**src/rtl/jtopl_pkg.sv**
```systemverilog
// Shared register map, slot descriptor and address decoders for the OPL register front-end.
package jtopl_pkg;

    localparam logic [7:0] REG_TEST  = 8'h01;
    localparam logic [7:0] REG_CLKA  = 8'h02;
    localparam logic [7:0] REG_CLKB  = 8'h03;
    localparam logic [7:0] REG_TIMER = 8'h04;
    localparam logic [7:0] REG_CSM   = 8'h08;
    localparam logic [7:0] REG_BD    = 8'hBD;
    localparam logic [7:0] REG_4OP   = 8'h04;
    localparam logic [7:0] REG_NEW   = 8'h05;

    typedef struct packed {
        logic       bank;
        logic [1:0] group;
        logic [2:0] sub;
    } opl_slot_t;

    typedef enum logic [3:0] {
        UP_NONE, UP_MULT, UP_KSL_TL, UP_AR_DR, UP_SL_RR,
        UP_WAV, UP_FNUMLO, UP_FNUMHI, UP_FBCON
    } upd_kind_t;

    typedef struct packed {
        upd_kind_t kind;
        opl_slot_t slot;
    } upd_t;

    // Operator registers: 0x20-0x9F and 0xE0-0xFF, slot 6/7 and group 3 are holes.
    function automatic upd_t op_decode(input logic [7:0] sel, input logic bank, input logic wav_ok);
        upd_t d;
        d.kind       = UP_NONE;
        d.slot.bank  = bank;
        d.slot.group = sel[4:3];
        d.slot.sub   = sel[2:0];
        if ((sel[2:0] <= 3'd5) && (sel[4:3] != 2'd3)) begin
            case (sel[7:5])
                3'd1:    d.kind = UP_MULT;
                3'd2:    d.kind = UP_KSL_TL;
                3'd3:    d.kind = UP_AR_DR;
                3'd4:    d.kind = UP_SL_RR;
                3'd7:    d.kind = wav_ok ? UP_WAV : UP_NONE;
                default: d.kind = UP_NONE;
            endcase
        end else begin
            d.kind = UP_NONE;
        end
        return d;
    endfunction

    // Channel registers: 0xA0-0xC8, channel n maps to group n/3 and sub n or n-6.
    function automatic upd_t ch_decode(input logic [7:0] sel, input logic bank);
        upd_t       d;
        logic [3:0] n;
        n            = sel[3:0];
        d.kind       = UP_NONE;
        d.slot.bank  = bank;
        d.slot.group = (n < 4'd3) ? 2'd0 : ((n < 4'd6) ? 2'd1 : 2'd2);
        d.slot.sub   = (n < 4'd6) ? n[2:0] : 3'(n - 4'd6);
        if (n <= 4'd8) begin
            case (sel[7:4])
                4'hA:    d.kind = UP_FNUMLO;
                4'hB:    d.kind = UP_FNUMHI;
                4'hC:    d.kind = UP_FBCON;
                default: d.kind = UP_NONE;
            endcase
        end else begin
            d.kind = UP_NONE;
        end
        return d;
    endfunction

endpackage

```
**src/rtl/jtopl_busy.sv**
```systemverilog
// Chip write-busy counter: loads on an accepted write, counts down on chip clock enables.
module jtopl_busy #(
    parameter int unsigned BUSY_ADDR = 32'd12,
    parameter int unsigned BUSY_DATA = 32'd84
) (
    input  logic clk,
    input  logic rst_n,
    input  logic load,
    input  logic is_data,
    input  logic tick,
    output logic busy
);

    localparam int unsigned MAXV = (BUSY_ADDR > BUSY_DATA) ? BUSY_ADDR : BUSY_DATA;
    localparam int unsigned CW   = (MAXV < 32'd2) ? 32'd1 : $clog2(MAXV + 32'd1);

    logic [CW-1:0] cnt_r;
    logic [CW-1:0] cnt_nxt_s;

    // Next count: a fresh write reloads even if a tick arrives in the same cycle.
    always_comb begin
        cnt_nxt_s = cnt_r;
        if (load) begin
            cnt_nxt_s = is_data ? CW'(BUSY_DATA) : CW'(BUSY_ADDR);
        end else if (tick && (cnt_r != {CW{1'b0}})) begin
            cnt_nxt_s = cnt_r - CW'(32'd1);
        end else begin
            cnt_nxt_s = cnt_r;
        end
    end

    // Counter and registered busy flag.
    always_ff @(posedge clk or negedge rst_n) begin
        if (!rst_n) begin
            cnt_r <= {CW{1'b0}};
            busy  <= 1'b0;
        end else begin
            cnt_r <= cnt_nxt_s;
            busy  <= (cnt_nxt_s != {CW{1'b0}});
        end
    end

endmodule

```
**src/rtl/jtopl_mmr_bank.sv**
```systemverilog
// CPU register front-end for OPL-family cores with an optional second (OPL3) bank.
// Turns address/data writes into slot update strobes and global control registers.
module jtopl_mmr_bank
    import jtopl_pkg::*;
#(
    parameter int unsigned OPL_TYPE  = 32'd3,
    parameter int unsigned NBANK     = 32'd2,
    parameter int unsigned BUSY_ADDR = 32'd12,
    parameter int unsigned BUSY_DATA = 32'd84
) (
    input  logic       clk,
    input  logic       rst_n,
    input  logic       cen,
    input  logic       cenop,
    input  logic [7:0] din,
    input  logic [1:0] addr,
    input  logic       write,
    output logic       busy,
    output logic       sel_bank,
    output logic [1:0] sel_group,
    output logic [2:0] sel_sub,
    output logic [7:0] din_copy,
    output logic       up_mult,
    output logic       up_ksl_tl,
    output logic       up_ar_dr,
    output logic       up_sl_rr,
    output logic       up_wav,
    output logic       up_fnumlo,
    output logic       up_fnumhi,
    output logic       up_fbcon,
    output logic [7:0] value_A,
    output logic [7:0] value_B,
    output logic       load_A,
    output logic       load_B,
    output logic       clr_flag_A,
    output logic       clr_flag_B,
    output logic       flagen_A,
    output logic       flagen_B,
    output logic       am_dep,
    output logic       vib_dep,
    output logic       rhy_en,
    output logic [4:0] rhy_kon,
    output logic       wave_mode,
    output logic       csm_en,
    output logic       note_sel,
    output logic       new_mode,
    output logic [5:0] con4op
);

    localparam logic HAS_BANK1 = (NBANK > 32'd1) && (OPL_TYPE == 32'd3);
    localparam logic WAV_OK    = (OPL_TYPE >= 32'd2);

    logic       accept_s;
    logic       addr_wr_s;
    logic       data_wr_s;
    logic       ignore_s;
    logic [7:0] selreg_r;
    logic       selbank_r;
    upd_t       op_s;
    upd_t       ch_s;
    upd_t       dec_s;
    upd_t       pend_r;
    logic       pend_valid_r;
    logic [7:0] strobe_s;
    logic [7:0] up_r;

    assign accept_s  = write & ~busy;
    assign addr_wr_s = accept_s & ~addr[0];
    assign data_wr_s = accept_s & addr[0];

    jtopl_busy #(
        .BUSY_ADDR (BUSY_ADDR),
        .BUSY_DATA (BUSY_DATA)
    ) u_busy (
        .clk     (clk),
        .rst_n   (rst_n),
        .load    (accept_s),
        .is_data (addr[0]),
        .tick    (cen),
        .busy    (busy)
    );

    // Decode of the latched register; bank-1 writes outside 0x04/0x05 vanish in compatibility mode.
    always_comb begin
        op_s     = op_decode(selreg_r, selbank_r, WAV_OK);
        ch_s     = ch_decode(selreg_r, selbank_r);
        ignore_s = selbank_r & ~new_mode & (selreg_r != REG_4OP) & (selreg_r != REG_NEW);
        dec_s    = op_s;
        if (ignore_s) begin
            dec_s.kind = UP_NONE;
        end else if (op_s.kind == UP_NONE) begin
            dec_s = ch_s;
        end else begin
            dec_s = op_s;
        end
    end

    // One-hot strobe pattern for the pending update.
    always_comb begin
        strobe_s = 8'h00;
        case (pend_r.kind)
            UP_MULT:   strobe_s = 8'h01;
            UP_KSL_TL: strobe_s = 8'h02;
            UP_AR_DR:  strobe_s = 8'h04;
            UP_SL_RR:  strobe_s = 8'h08;
            UP_WAV:    strobe_s = 8'h10;
            UP_FNUMLO: strobe_s = 8'h20;
            UP_FNUMHI: strobe_s = 8'h40;
            UP_FBCON:  strobe_s = 8'h80;
            default:   strobe_s = 8'h00;
        endcase
    end

    // Address latch.
    always_ff @(posedge clk or negedge rst_n) begin
        if (!rst_n) begin
            selreg_r  <= 8'h00;
            selbank_r <= 1'b0;
        end else if (addr_wr_s) begin
            selreg_r  <= din;
            selbank_r <= HAS_BANK1 ? addr[1] : 1'b0;
        end
    end

    // Data capture: strobes drop on the write and the decoded one rises a cycle later.
    always_ff @(posedge clk or negedge rst_n) begin
        if (!rst_n) begin
            din_copy     <= 8'h00;
            up_r         <= 8'h00;
            pend_r.kind  <= UP_NONE;
            pend_r.slot  <= 6'd0;
            pend_valid_r <= 1'b0;
            sel_bank     <= 1'b0;
            sel_group    <= 2'd0;
            sel_sub      <= 3'd0;
        end else if (data_wr_s) begin
            din_copy     <= din;
            up_r         <= 8'h00;
            pend_r       <= dec_s;
            pend_valid_r <= 1'b1;
        end else if (pend_valid_r) begin
            pend_valid_r <= 1'b0;
            up_r         <= strobe_s;
            if (pend_r.kind != UP_NONE) begin
                {sel_bank, sel_group, sel_sub} <= pend_r.slot;
            end
        end
    end

    assign {up_fbcon, up_fnumhi, up_fnumlo, up_wav, up_sl_rr, up_ar_dr, up_ksl_tl, up_mult} = up_r;

    // Global registers; timer load/flag-clear bits self-clear on an idle operator tick.
    always_ff @(posedge clk or negedge rst_n) begin
        if (!rst_n) begin
            value_A    <= 8'h00;
            value_B    <= 8'h00;
            load_A     <= 1'b1;
            load_B     <= 1'b1;
            clr_flag_A <= 1'b0;
            clr_flag_B <= 1'b0;
            flagen_A   <= 1'b1;
            flagen_B   <= 1'b1;
            am_dep     <= 1'b0;
            vib_dep    <= 1'b0;
            rhy_en     <= 1'b0;
            rhy_kon    <= 5'd0;
            wave_mode  <= 1'b0;
            csm_en     <= 1'b0;
            note_sel   <= 1'b0;
            new_mode   <= 1'b0;
            con4op     <= 6'd0;
        end else if (data_wr_s && !ignore_s) begin
            if (!selbank_r) begin
                case (selreg_r)
                    REG_TEST: wave_mode <= WAV_OK ? din[5] : 1'b0;
                    REG_CLKA: value_A <= din;
                    REG_CLKB: value_B <= din;
                    REG_TIMER: begin
                        if (din[7]) begin
                            clr_flag_A <= 1'b1;
                            clr_flag_B <= 1'b1;
                        end else begin
                            flagen_A <= ~din[6];
                            flagen_B <= ~din[5];
                            load_A   <= ~din[0];
                            load_B   <= ~din[1];
                        end
                    end
                    REG_CSM: begin
                        csm_en   <= din[7];
                        note_sel <= din[6];
                    end
                    REG_BD:  {am_dep, vib_dep, rhy_en, rhy_kon} <= din;
                    default: ;
                endcase
            end else begin
                case (selreg_r)
                    REG_4OP: con4op <= din[5:0];
                    REG_NEW: begin
                        new_mode <= din[0];
                        if (!din[0]) begin
                            con4op <= 6'd0;
                        end
                    end
                    default: ;
                endcase
            end
        end else if (cenop && !accept_s) begin
            clr_flag_A <= 1'b0;
            clr_flag_B <= 1'b0;
            load_A     <= 1'b1;
            load_B     <= 1'b1;
        end
    end

endmodule
```
**config.mk**
```make
export PLATFORM = sky130hd
export DESIGN_NAME = jtopl_mmr_bank
export DESIGN_NICKNAME = d
export VERILOG_FILES = /design/src/rtl/jtopl_pkg.sv /design/src/rtl/jtopl_busy.sv /design/src/rtl/jtopl_mmr_bank.sv
export SDC_FILE = /design/constraint.sdc
export NUM_CORES = 1
export LEC_CHECK = 0
export ABC_CLOCK_PERIOD_IN_PS = 7640
export BUFFER_PORTS_ARGS = -buffer_cell sky130_fd_sc_hd__clkbuf_2
export CAP_MARGIN = 20
export CORE_MARGIN = 5
export CORE_UTILIZATION = 55
export CTS_BUF_LIST = sky130_fd_sc_hd__clkbuf_16
export DETAILED_ROUTE_END_ITERATION = 12
export PLACE_DENSITY = 0.92
export SETUP_SLACK_MARGIN = 0.4
export SYNTH_ARGS = -nofsm -noshare
export SYNTH_HDL_FRONTEND = slang
export SYNTH_SLANG_ARGS = --single-unit
```
**constraint.sdc**
```tcl
create_clock -name clk -period 7.64 [get_ports clk]
set_clock_uncertainty 0.2 [all_clocks]
set_input_delay 1.146 -clock clk [delete_from_list [all_inputs] [get_ports clk]]
set_output_delay 1.146 -clock clk [all_outputs]
set_load 0.01 [all_outputs]
```
# ---- Word level (Yosys, flattened, before mapping)
# Memories as Yosys holds them, arrays and structs flattened.
# Cells that the tools add are included.
dict set report totals {
  romBits 128
  memories 1
  reg_bits 89
  out_inout_bits 63
  input_bits 15
}
dict set report classes {
  mux 32
  reduce_logical 24
  eq_ne 23
  bitwise 16
  magnitude_cmp 4
  addsub 2
}
# name words width rd rd_ports_with_merged_regs write_ports line_no
set memory_table {}
lappend memory_table {{(no name shown)} 16 8 1 0 0 jtopl_mmr_bank.sv:101} ;# case (pend_r.kind)
# cell n
set ops {}
lappend ops {{7-bit 2-to-1 mux} 3}
lappend ops {{3-bit AND reduction} 7}
lappend ops {{8-bit by 2-bit == test with 1-bit output, second input constant} 2}
lappend ops {{8-bit by 3-bit == test with 1-bit output, second input constant} 2}
lappend ops {{8-bit 2-to-1 mux} 2}
lappend ops {{8-bit by 3-bit inequality test with 1-bit output, second input constant} 2}
lappend ops {{4-bit AND reduction} 4}
lappend ops {{1-bit 2-to-1 mux} 15}
lappend ops {{3-bit case mux with 5 select lines} 1}
lappend ops {{7-bit nonzero test} 2}
lappend ops {{4-bit == test, second input constant} 3}
lappend ops {{4-bit 2-to-1 mux} 3}
lappend ops {{6-bit 2-to-1 mux} 2}
lappend ops {{4-bit case mux with 3 select lines} 1}
lappend ops {{6-bit case mux with 2 select lines} 1}
lappend ops {{10-bit 2-to-1 mux} 1}
lappend ops {{2-bit inequality test, second input constant} 5}
lappend ops {{1-bit inverter} 10}
lappend ops {{8-bit by 1-bit == test with 1-bit output, second input constant} 1}
lappend ops {{8-bit by 4-bit == test with 1-bit output, second input constant} 1}
lappend ops {{8-bit == test, second input constant} 1}
lappend ops {{7-bit by 1-bit subtractor with 7-bit output, second input constant} 1}
lappend ops {{1-bit AND} 6}
lappend ops {{3-bit by 2-bit == test with 1-bit output, second input constant} 2}
lappend ops {{other kinds (15)} 23}

# ---- Depth between registers and ports, before layout
dict set report logic_depth {
  ltp_word 8
  mapped_depth 8
  ltp_nobuf 7
}

# ---- Modules after synthesis
# From an unflattened synthesis, not the netlist that was laid out.
dict set report hier_totals {
  hier_cells 356
  area_unflattened_um2 3958.8
}
# module cells_per_inst n_inst area_each_um2
set modules_own_cells {}
lappend modules_own_cells {jtopl_mmr_bank 307 1 3467.1}
lappend modules_own_cells {jtopl_busy 49 1 491.7}

# ---- Least setup slack after synthesis
# Ideal clock, no wire load.
dict set report synth_timing {
  path_type {input -> register}
  from {in write}
  to {reg value_A[1]}
  arrival_ns 2.980
  path_stages 7
  path_slack_ns 4.335
  path_buffers 2
  cell_sequence {nor2b_1 clkbuf_1 nand2_1 or4_1 buf_2 nor4_4 mux2_2}
}
dict set report synth_via {
  elab_chain_cells 4
}
# item line_no
set synth_lines {}
lappend synth_lines {{start, declared} jtopl_mmr_bank.sv:17} ;# input logic write,
lappend synth_lines {{1-bit AND} jtopl_mmr_bank.sv:67} ;# assign accept_s = write & ~busy;
lappend synth_lines {{1-bit AND} jtopl_mmr_bank.sv:69} ;# assign data_wr_s = accept_s & addr[0];
lappend synth_lines {{1-bit logical AND} jtopl_mmr_bank.sv:172} ;# end else if (data_wr_s && !ignore_s) begin
lappend synth_lines {{3-bit AND reduction (no source line)} -}
lappend synth_lines {{end signal, assigned} jtopl_mmr_bank.sv:176} ;# REG_CLKA: value_A <= din;
lappend synth_lines {{end, declared} jtopl_mmr_bank.sv:31} ;# output logic [7:0] value_A,
# Every way passes these cells.
# A chain may end at the register's enable or synchronous reset.

# ---- Worst setup path in the final report
dict set report layout_timing {
  from {in write}
  to {reg value_B[7]}
}
dict set report layout_via {
  elab_chain_cells 4
}
# item line_no
set layout_lines {}
lappend layout_lines {{1-bit AND} jtopl_mmr_bank.sv:67}
lappend layout_lines {{1-bit AND} jtopl_mmr_bank.sv:69}
lappend layout_lines {{1-bit logical AND} jtopl_mmr_bank.sv:172}
lappend layout_lines {{3-bit AND reduction (no source line)} -}
lappend layout_lines {{end signal, assigned} jtopl_mmr_bank.sv:177} ;# REG_CLKB: value_B <= din;
lappend layout_lines {{end, declared} jtopl_mmr_bank.sv:32} ;# output logic [7:0] value_B,
# Every way passes these cells.

==> results.json <==
{
  "synth_flop_cell": "dfrtp_1",
  "grt.overflow.total": 0,
  "start_util": 0.568,
  "p_leak_nw": 2.32,
  "hp-class": "reg2reg",
  "synth.cell_area_mm2": 0.00388,
  "synth_compound_area_frac": 0.0899,
  "viasPerCell": 5.68,
  "grt_pass1_wl_mm": 14.6,
  "rsz0062_at_grt": "no",
  "clkTransAtPathRegs_ns": 0.06,
  "cp_slowest_cell": "or4_1",
  "dieArea_mm2": 0.00884,
  "cap_violations": 0,
  "synthAdderAreaFrac": 0.0129,
  "gp_congestion": 0.884,
  "hp-start": "flagen_B",
  "syn-instance-count": 344,
  "cts.htree.levels": 3,
  "yosysUniqueCellTypes": 51,
  "cts_sinks": 89,
  "r2r_start": "u_busy.busy",
  "worstPathMaxFanout": 27,
  "dr_total_vias": 2951,
  "dp.cells": 503,
  "cpLargestDelayFamily": "simple AND/OR/NAND/NOR gates",
  "fmax_mhz": 251,
  "drive_gt1_frac": 0.356,
  "grt_start_max_net_pins": 90,
  "rr_endpoint": "value_B[7]",
  "worstPathArrival_ns": 4.01,
  "placed_area_mm2": 0.00433,
  "fin_cells": 520,
  "synth-simple-area-share": 0.159,
  "slowest_delay_ns": 0.83,
  "seq_area_frac_synth": 0.575,
  "critPathLaunch": "write",
  "drc": 0,
  "syn_area_per_cell_um2": 11.3,
  "final_nets": 438,
  "synthArstFlopShare": 1.00,
  "tns_ns": 0,
  "synth_edf_count": 0,
  "finalCritPeriodShare": 0.522,
  "io_pins": 78,
  "required_ns": 7.66,
  "path_cells": "clkbuf_2 > nor2b_1 > nand2_1 > or4_1 > nor4_4 > mux2_2",
  "final_antenna_net_count": 0,
  "synthMuxAreaShare": 0.129,
  "grt_pass1_vias": 2974,
  "min_to": "flagen_B",
  "stdcell_area_mm2": 0.00462,
  "powerDensity_mw_per_mm2": 332,
  "synth_seq_cells": 89,
  "ctsHoldBuffers": 0,
  "antenna_found_initial": 0,
  "hold_violations": 0,
  "cp-end-kind": "flip-flop",
  "post_cts_resize_count": 0,
  "worst_slew_pin_slew_ns": 0.837,
  "cts_setup_buffers": 0,
  "clockBufferDepth": 2,
  "dieHeight_um": 94.0,
  "drt-pass1-iter-count": 5,
  "critPathBufInv": 1,
  "cts_root_buffer": "clkbuf_16",
  "maxSlewHeadroom": 0.439,
  "criticalPathCategory": "in2reg",
  "rows": 30,
  "setup-violations-final": 0,
  "numCtsBuffers": 9,
  "finalCriticalPeriod_ns": 3.99,
  "synthToLayoutAreaGrowth_pct": 19.0,
  "power_w": 0.00153,
  "ir_drop_uv": 149,
  "clk-insertion-delay-late_ns": 0.34,
  "reg2reg_depth": 5,
  "hold_depth": 2,
  "wl_per_cell_um": 17.6,
  "syn_nets": 363,
  "wl_mm": 9.14,
  "drt-initial-drc-count": 235,
  "synthXorXnorAreaFrac": 0.00677,
  "slew_violations": 0,
  "status": "completed",
  "numPortBuffers": 77,
  "cts_tree": "done",
  "n_antenna_cell": 0,
  "dp_hpwl_mm": 6.15,
  "die_w_um": 94.0,
  "coreArea_mm2": 0.00683,
  "rrSetupSlack_ns": 4.17,
  "synth_top_family_by_area": "simple AND/OR/NAND/NOR gates",
  "track_usage": 0.211,
  "yosys_warnings": 0,
  "worstSetupStartpointType": "input pin"
}
==> cell usage after synthesis, types with 2 or more instances <==
cell       instances  share of area
o21ai_0           20          0.026
a21oi_1           13          0.017
nand2b_1           3         0.0048
nor2b_1            4         0.0064
a211oi_1           2         0.0039
a21boi_0           2         0.0039
a22oi_1            3         0.0058
nor3_1             4         0.0052
a31oi_1            2         0.0032
or2_2              3         0.0048
dfrtp_1           85           0.55
mux2_2            40           0.12
ha_1               4          0.013
mux2i_1            5          0.013
nor2_1            22          0.021
or4b_2             4          0.010
nor4_1             3         0.0048
dfstp_2            4          0.027
nand2_1           61          0.059
xnor2_1            2         0.0045
inv_1              9         0.0087
buf_1              2         0.0019
a2bb2oi_1          2         0.0045
o41ai_1            2         0.0045
nand4_1            2         0.0032
clkbuf_1           9         0.0087
nor4_4             2          0.011
a41oi_1            2         0.0045
nand3_1            6         0.0077
==> metal layers <==
metal / part of all wire / GRT usage / wire (µm) / up-vias
li1: - / - / - / 1353
met1: 0.41 / 0.263 / 3770 / 1464
met2: 0.50 / 0.345 / 4550 / 114
met3: 0.074 / 0.0721 / 673 / 20
met4: 0.017 / 0.0698 / 151 / 0
met5: 0 / 0 / 0 / -
==> registers in the layout, summed over array words and instances (netlist names), 2 cells and up <==
name / count
up_r: 8
pend_r: 10
u_busy.cnt_r: 7
rhy_kon: 5
con4op: 6
selreg_r: 8
value_A: 8
value_B: 8
din_copy: 8
sel_group: 2
sel_sub: 3
==> worst min-delay path: stages, from the launching register on <==
cell and delay, ns:
dfstp_2 0.37, inv_1 0.04, mux2i_1 0.05
==> worst max path at each step <==
stage / to / slack (ns) / depth (start not counted)
6_report: value_B[7] / 3.65 / 6
5_1_grt: value_B[7] / 3.49 / 6
4_1_cts: value_B[7] / 3.67 / 6
3_5_place_dp: value_B[1] / 3.39 / 6
3_3_place_gp: value_A[0] / 3.53 / 6
2_1_floorplan: value_A[1] / 4.34 / 7
==> cell usage in the layout, fill, tap and decap left out, drive strengths merged, types with 3 or more instances in the layout <==
cell / instances
dfrtp: 85
clkbuf: 85
nand2: 61
mux2: 40
nor2: 22
o21ai: 20
a21oi: 13
inv: 10
clkinv: 7
nand3: 6
mux2i: 5
nor4: 5
nor2b: 4
or4b: 4
nor3: 4
ha: 4
dfstp: 4
or2: 3
nand2b: 3
a22oi: 3
buf: 3
==> final cells by class <==
class	instances	area, µm²
flip-flops and latches	89	2230
fillers	510	2210
multi-input cells	230	1540
repair buffers	79	415
clock buffers	9	225
well taps	96	120
clock inverters	7	46.3
inverters	10	37.5
==> logic make-up after synthesis <==
kind of cell / Yosys count
buffers and inverters: 25
adders and majority gates: 4
xor gates and xnor gates: 3
AOI/OAI and AO/OA: 56
DFF: 89
muxes: 45
and+or+nand+nor: 122
==> per-stage QoR <==
stage / utilization / setup slack, ns / hold WS, ns
floorplan: - / 4.34 / 0.241
global placement: 0.633 / 3.53 / 0.253
detailed placement: 0.633 / 3.39 / 0.263
CTS: 0.673 / 3.67 / 0.272
global route: 0.676 / 3.49 / 0.290
finish: 0.676 / 3.65 / 0.267
==> where the power goes <==
part           total, W  switching, W  internal (W)
Sequential     0.000706      0.000120      0.000586
Combinational  0.000426      0.000242      0.000184
Clock          0.000400      0.000180      0.000220
(Power assumes the default switching activity.)
